File: config.mk
export PLATFORM = sky130hd
export DESIGN_NAME = buffer_ctrl
export DESIGN_NICKNAME = d
export VERILOG_FILES = /design/src/rtl/buffer_pkg.sv /design/src/rtl/buffer_ctrl_ptr_mod_add.sv /design/src/rtl/buffer_ctrl.sv
export SDC_FILE = /design/constraint.sdc
export NUM_CORES = 1
export LEC_CHECK = 0
export BUFFER_PORTS_ARGS = -buffer_cell sky130_fd_sc_hd__buf_2
export CAP_MARGIN = 20
export CORE_AREA = 3 3 40 42
export CTS_CLUSTER_SIZE = 24
export DETAILED_ROUTE_END_ITERATION = 10
export DIE_AREA = 0 0 43 45
export SYNTH_ARGS = -nofsm -noshare
export SYNTH_HDL_FRONTEND = slang
export SYNTH_SLANG_ARGS = --single-unit
File: constraint.sdc
create_clock -name clk -period 2.9 [get_ports clk]
set_input_delay 0.145 -clock clk [delete_from_list [all_inputs] [get_ports clk]]
set_output_delay 0.145 -clock clk [all_outputs]
set_load 0.01 [all_outputs]
File: src/rtl/buffer_pkg.sv
// Shared widths, parameter-legality check and sliding-window default for the buffer sequencer.
// Optional feature macro: BUF_SLIDE_EN (overlapping read windows with a per-pop stride).
package buffer_pkg;

    // Pointer width never drops below 1 bit so DEPTH=1 still has a legal address port.
    function automatic int addr_w(input int depth);
        return (depth <= 1) ? 1 : $clog2(depth);
    endfunction

    function automatic int cnt_w(input int depth);
        return $clog2(depth + 1);
    endfunction

`ifdef BUF_SLIDE_EN
    localparam bit SLIDE_EN = 1'b1;
`else
    localparam bit SLIDE_EN = 1'b0;
`endif

endpackage

`define BUF_PARAM_CHECK(D, PW, PR) \
    if ((D) < 1) begin : g_bad_depth \
        $error("buffer_ctrl: DEPTH must be >= 1"); \
    end \
    if ((PW) < 1 || (PW) > (D)) begin : g_bad_par_write \
        $error("buffer_ctrl: PAR_WRITE must be in 1..DEPTH"); \
    end \
    if ((PR) < 1 || (PR) > (D)) begin : g_bad_par_read \
        $error("buffer_ctrl: PAR_READ must be in 1..DEPTH"); \
    end

File: src/rtl/buffer_ctrl_ptr_mod_add.sv
// Circular pointer advance: res = (ptr + inc) mod DEPTH, with inc <= DEPTH.
// Power-of-two depths truncate; other depths use one conditional subtract.
module ptr_mod_add #(
    parameter int DEPTH      = 4,
    parameter int ADDR_WIDTH = 2,
    parameter int INC_WIDTH  = 3
) (
    input  logic [ADDR_WIDTH-1:0] ptr,
    input  logic [INC_WIDTH-1:0]  inc,
    output logic [ADDR_WIDTH-1:0] res
);
    localparam int SW = ADDR_WIDTH + 1;

    logic [SW-1:0] sum;

    assign sum = {1'b0, ptr} + SW'(inc);

    generate
        if (DEPTH == (1 << ADDR_WIDTH)) begin : g_pow2
            assign res = ADDR_WIDTH'(sum);
        end else begin : g_general
            assign res = (sum >= SW'(DEPTH)) ? ADDR_WIDTH'(sum - SW'(DEPTH)) : ADDR_WIDTH'(sum);
        end
    endgenerate

endmodule

File: src/rtl/buffer_ctrl.sv
// Circular-FIFO sequencer: owns write/read pointers and occupancy, drives Buffer wen/waddr/raddr.
// Optional feature macro: BUF_SLIDE_EN adds rd_stride for overlapping read windows.
module buffer_ctrl
    import buffer_pkg::*;
#(
    parameter int DEPTH      = 4,
    parameter int PAR_WRITE  = 1,
    parameter int PAR_READ   = 1,
    parameter int ADDR_WIDTH = addr_w(DEPTH),
    parameter int CNT_WIDTH  = cnt_w(DEPTH)
) (
    input  logic                  clk,
    input  logic                  rst_n,
    input  logic                  clr,
    input  logic                  wr_valid,
    output logic                  wr_ready,
    output logic                  rd_valid,
    input  logic                  rd_ready,
`ifdef BUF_SLIDE_EN
    input  logic [CNT_WIDTH-1:0]  rd_stride,
`endif
    output logic                  buf_wen,
    output logic [ADDR_WIDTH-1:0] buf_waddr,
    output logic [ADDR_WIDTH-1:0] buf_raddr,
    output logic [CNT_WIDTH-1:0]  count,
    output logic                  full,
    output logic                  empty
);
    `BUF_PARAM_CHECK(DEPTH, PAR_WRITE, PAR_READ)

    localparam logic [CNT_WIDTH-1:0] PW_C     = CNT_WIDTH'(PAR_WRITE);
    localparam logic [CNT_WIDTH-1:0] PR_C     = CNT_WIDTH'(PAR_READ);
    localparam logic [CNT_WIDTH-1:0] WR_LIMIT = CNT_WIDTH'(DEPTH - PAR_WRITE);
    localparam logic [CNT_WIDTH-1:0] DEPTH_C  = CNT_WIDTH'(DEPTH);

    logic [ADDR_WIDTH-1:0] wptr_q, wptr_d, wptr_nxt;
    logic [ADDR_WIDTH-1:0] rptr_q, rptr_d, rptr_nxt;
    logic [CNT_WIDTH-1:0]  count_q, count_d;
    logic [CNT_WIDTH:0]    count_ext;
    logic [CNT_WIDTH-1:0]  adv;
    logic [CNT_WIDTH-1:0]  winc, rinc;
    logic                  push, pop;

    // Handshakes depend only on the registered count, so a pop never frees space in the same cycle.
    assign wr_ready = (count_q <= WR_LIMIT);
    assign rd_valid = (count_q >= PR_C);
    assign push     = wr_valid & wr_ready & ~clr;
    assign pop      = rd_valid & rd_ready & ~clr;

`ifdef BUF_SLIDE_EN
    assign adv = (rd_stride > PR_C) ? PR_C : rd_stride;
`else
    assign adv = PR_C;
`endif

    assign winc = push ? PW_C : '0;
    assign rinc = pop ? adv : '0;

    ptr_mod_add #(
        .DEPTH      (DEPTH),
        .ADDR_WIDTH (ADDR_WIDTH),
        .INC_WIDTH  (CNT_WIDTH)
    ) u_wptr_add (
        .ptr (wptr_q),
        .inc (winc),
        .res (wptr_nxt)
    );

    ptr_mod_add #(
        .DEPTH      (DEPTH),
        .ADDR_WIDTH (ADDR_WIDTH),
        .INC_WIDTH  (CNT_WIDTH)
    ) u_rptr_add (
        .ptr (rptr_q),
        .inc (rinc),
        .res (rptr_nxt)
    );

    always_comb begin
        count_ext = {1'b0, count_q} + {1'b0, winc} - {1'b0, rinc};
        wptr_d    = wptr_nxt;
        rptr_d    = rptr_nxt;
        count_d   = count_ext[CNT_WIDTH] ? '0 : count_ext[CNT_WIDTH-1:0];
        if (clr) begin
            wptr_d  = '0;
            rptr_d  = '0;
            count_d = '0;
        end
    end

    always_ff @(posedge clk or negedge rst_n) begin
        if (!rst_n) begin
            wptr_q  <= '0;
            rptr_q  <= '0;
            count_q <= '0;
        end else begin
            wptr_q  <= wptr_d;
            rptr_q  <= rptr_d;
            count_q <= count_d;
        end
    end

    assign buf_wen   = push;
    assign buf_waddr = wptr_q;
    assign buf_raddr = rptr_q;
    assign count     = count_q;
    assign full      = (count_q == DEPTH_C);
    assign empty     = (count_q == '0);

endmodule
==> results.md <==
* Outcome: finished clean
* Hold_buf cts at 1
* Synth Register Bits at 7
* Vias/cell at 4.658
* DR pass1 iterations at 3
* Sequential share of power at 24.7%
* Worst-path maximum fanout at 5
* Placed Instances at 74
* GRT Total Usage at 9.748%
* Layout cells sized above 1 at 34.38%
* Drt drc at 0
* Net Sw Frac at 40.64%
* Mapped Area at 452.9 µm²
* Final WS setup at 0.4482 ns
* PortBufs at 16
* Final Max Slew Viols at 0
* DPL Wire Length at 740.5 µm
* Rel. slew slack at 76.17%
* Worst-margin pin slew at 0.3545 ns
* Final wirelength at 883 µm
* # diodes at 0
* Fin util at 46.35%
* H-tree level count at 1
* Register area share after synthesis at 38.67%
* Worst vdd ir at 294.5 µV
* Die Y at 45 µm
* Non-filler cells, final at 79
* Postcts setup bufs at 0
* Post-synth cell types at 17
* Clock Sink Count at 7
* Crit path launch type: flop
* Antenna viol nets, final at 0
* RePlAce Congestion at 0.7326
* First-pass GRT wire length at 1.386 mm
* Switching power at 0.0002300 W
* WHS at 0.1763 ns
* Clk pwr share at 14.6%
* Core Rows at 13
* Setup_tns at 0 ns
* Fillers at 119
* DP Worst Slack at 0.4523 ns
* Reg clk slew, reported paths at 0.05 ns
* Clock skew at 0.002153 ns
* Clock Tree Buf Depth at 2
* Clock buffer count from CTS at 3
* Core region area at 0.001285 mm²
* Crit path capture type: flop
* Final Cycle Share at 84.54%
* Max Cap Viol at 0
* Leakage at 0.3296 nW
* Crit path DAT at 2.59 ns
* Power density cells at 950.3 mW/mm²
* Root Buffer: clkbuf_4
* Setup CP Type: reg -> reg
* Largest net degree at the start of global routing at 10
* Most frequent cells in the layout: 16 x buf_2, 7 x ha_1, 7 x dfrtp_1
* Hold Path Class: in -> reg
* Gate power share at 60.7%
* Most common cell after layout, fill and taps aside: buf_2
* F_max at 0.4079 GHz
* Final Critical Period at 2.452 ns
* Initial antenna violation count at 0
* Number of global-route vias before repair at 339
* Final Hold Fails at 0
* Boundary pin count at 17
* Gate Count Post-Synth at 42
* PostCTS Resize Cnt at 0
* Worst EP required at 3.04 ns
* Clock Latency Late Sink at 0.24 ns
* Die area at 0.001935 mm²
* Initial Util at 35.25%
* Synth Warn # at 0
* Die Span X at 43 µm
* Syn Area/Cell at 10.78 µm²
* CTS tree: done
* Drt wl/cell at 11.18 µm
* Unrepaired setup endpoints after global routing: false
* Setup violators final at 0
* Syn_nets at 55
* Layout Area Growth over Synthesis at 31.49%
* Detailed-route via count at 368
* Congestion Overflow GR at 0
* Pint at 0.0003360 W
* Final Net Count at 78
* DRT iter0 DRCs at 3
sequential cells by signal, indices dropped and copies added, names as in the netlist:
signal	cells
buf_raddr	2
buf_waddr	2
count	3
logic make-up (layout without fill, tap and decap cells):
group	Yosys count	count (layout)	share of synthesized area, %
compound gates	5	5	7.458
flops	7	7	38.67
xor+xnor	3	3	5.802
simple gates	13	13	19.34
buf+inv	6	28	4.972
fa+ha+maj	8	8	23.76
cell type report:
| type | count | area (µm²) | area share (%) |
|---|---|---|---|
| clock buffers | 4 | 26.28 | 4.412 |
| inverters | 6 | 22.52 | 3.782 |
| multi-input cells | 29 | 255.2 | 42.86 |
| flip-flops and latches | 7 | 175.2 | 29.41 |
| well taps | 15 | 18.77 | 3.151 |
| repair buffers | 18 | 97.59 | 16.39 |
per-layer routing:
layer  vias to the layer above  global-route usage (%)  part of all wire, %
met5                         -                       0                    0
met4                         0                   1.807                    0
met3                         0                   4.781                  5.9
met2                        12                   16.47                   45
met1                       168                   11.39                   49
li1                        188                       -                    -
synth_stat cells:
cell type,count,area share (%)
a211oi_1,2,3.3
inv_1,6,5.0
nor2b_1,2,2.8
nor2_1,2,1.7
o31ai_1,1,1.7
nand2b_1,1,1.4
ha_1,7,19
a21oi_1,1,1.1
or4_4,1,2.5
dfrtp_1,7,39
fa_1,1,4.4
and3b_1,3,5.8
nor3_1,2,2.2
a31oi_1,1,1.4
xnor2_1,3,5.8
nand2_1,1,0.83
and2b_4,1,2.2
critical path, cell delays in order, from the launching register on:
cell	delay [ns]
dfrtp_1	0.40
inv_1	0.15
ha_1	0.16
nand2_1	0.06
and3b_1	0.19
ha_1	0.22
inv_1	0.06
ha_1	0.21
and3b_1	0.19
or4_4	0.49
a211oi_1	0.23
per-stage QoR:
| stage | instance area, µm² | power (W) |
|---|---|---|
| floorplan | 452.9 | 0.0003699 |
| global placement | 559.3 | 0.0004867 |
| detailed placement | 559.3 | 0.0004857 |
| CTS | 595.6 | 0.0005732 |
| global route | 595.6 | 0.0006203 |
| finish | 595.6 | 0.0005660 |
final timing paths:
check	from	end	slack, ns	cells past startpoint
max	count[2]	count[1]	0.45	10
min	clr	buf_waddr[1]	0.18	2
max reg2reg	count[2]	count[1]	0.45	10
min reg2reg	buf_raddr[1]	buf_raddr[1]	0.54	2
max in group asynchronous	rst_n	count[2]	2.49	2
min in group asynchronous	rst_n	buf_waddr[1]	0.26	2
power by group through the flow:
stage          Sequential, W  Clock [W]  Combinational, W
5_1_grt             0.000143  0.0000944          0.000382
4_1_cts             0.000139  0.0000865          0.000347
6_report            0.000140  0.0000826          0.000344
3_3_place_gp        0.000141          0          0.000346
3_5_place_dp        0.000141          0          0.000345
2_1_floorplan       0.000154          0          0.000216
(Power assumes the default switching activity.)
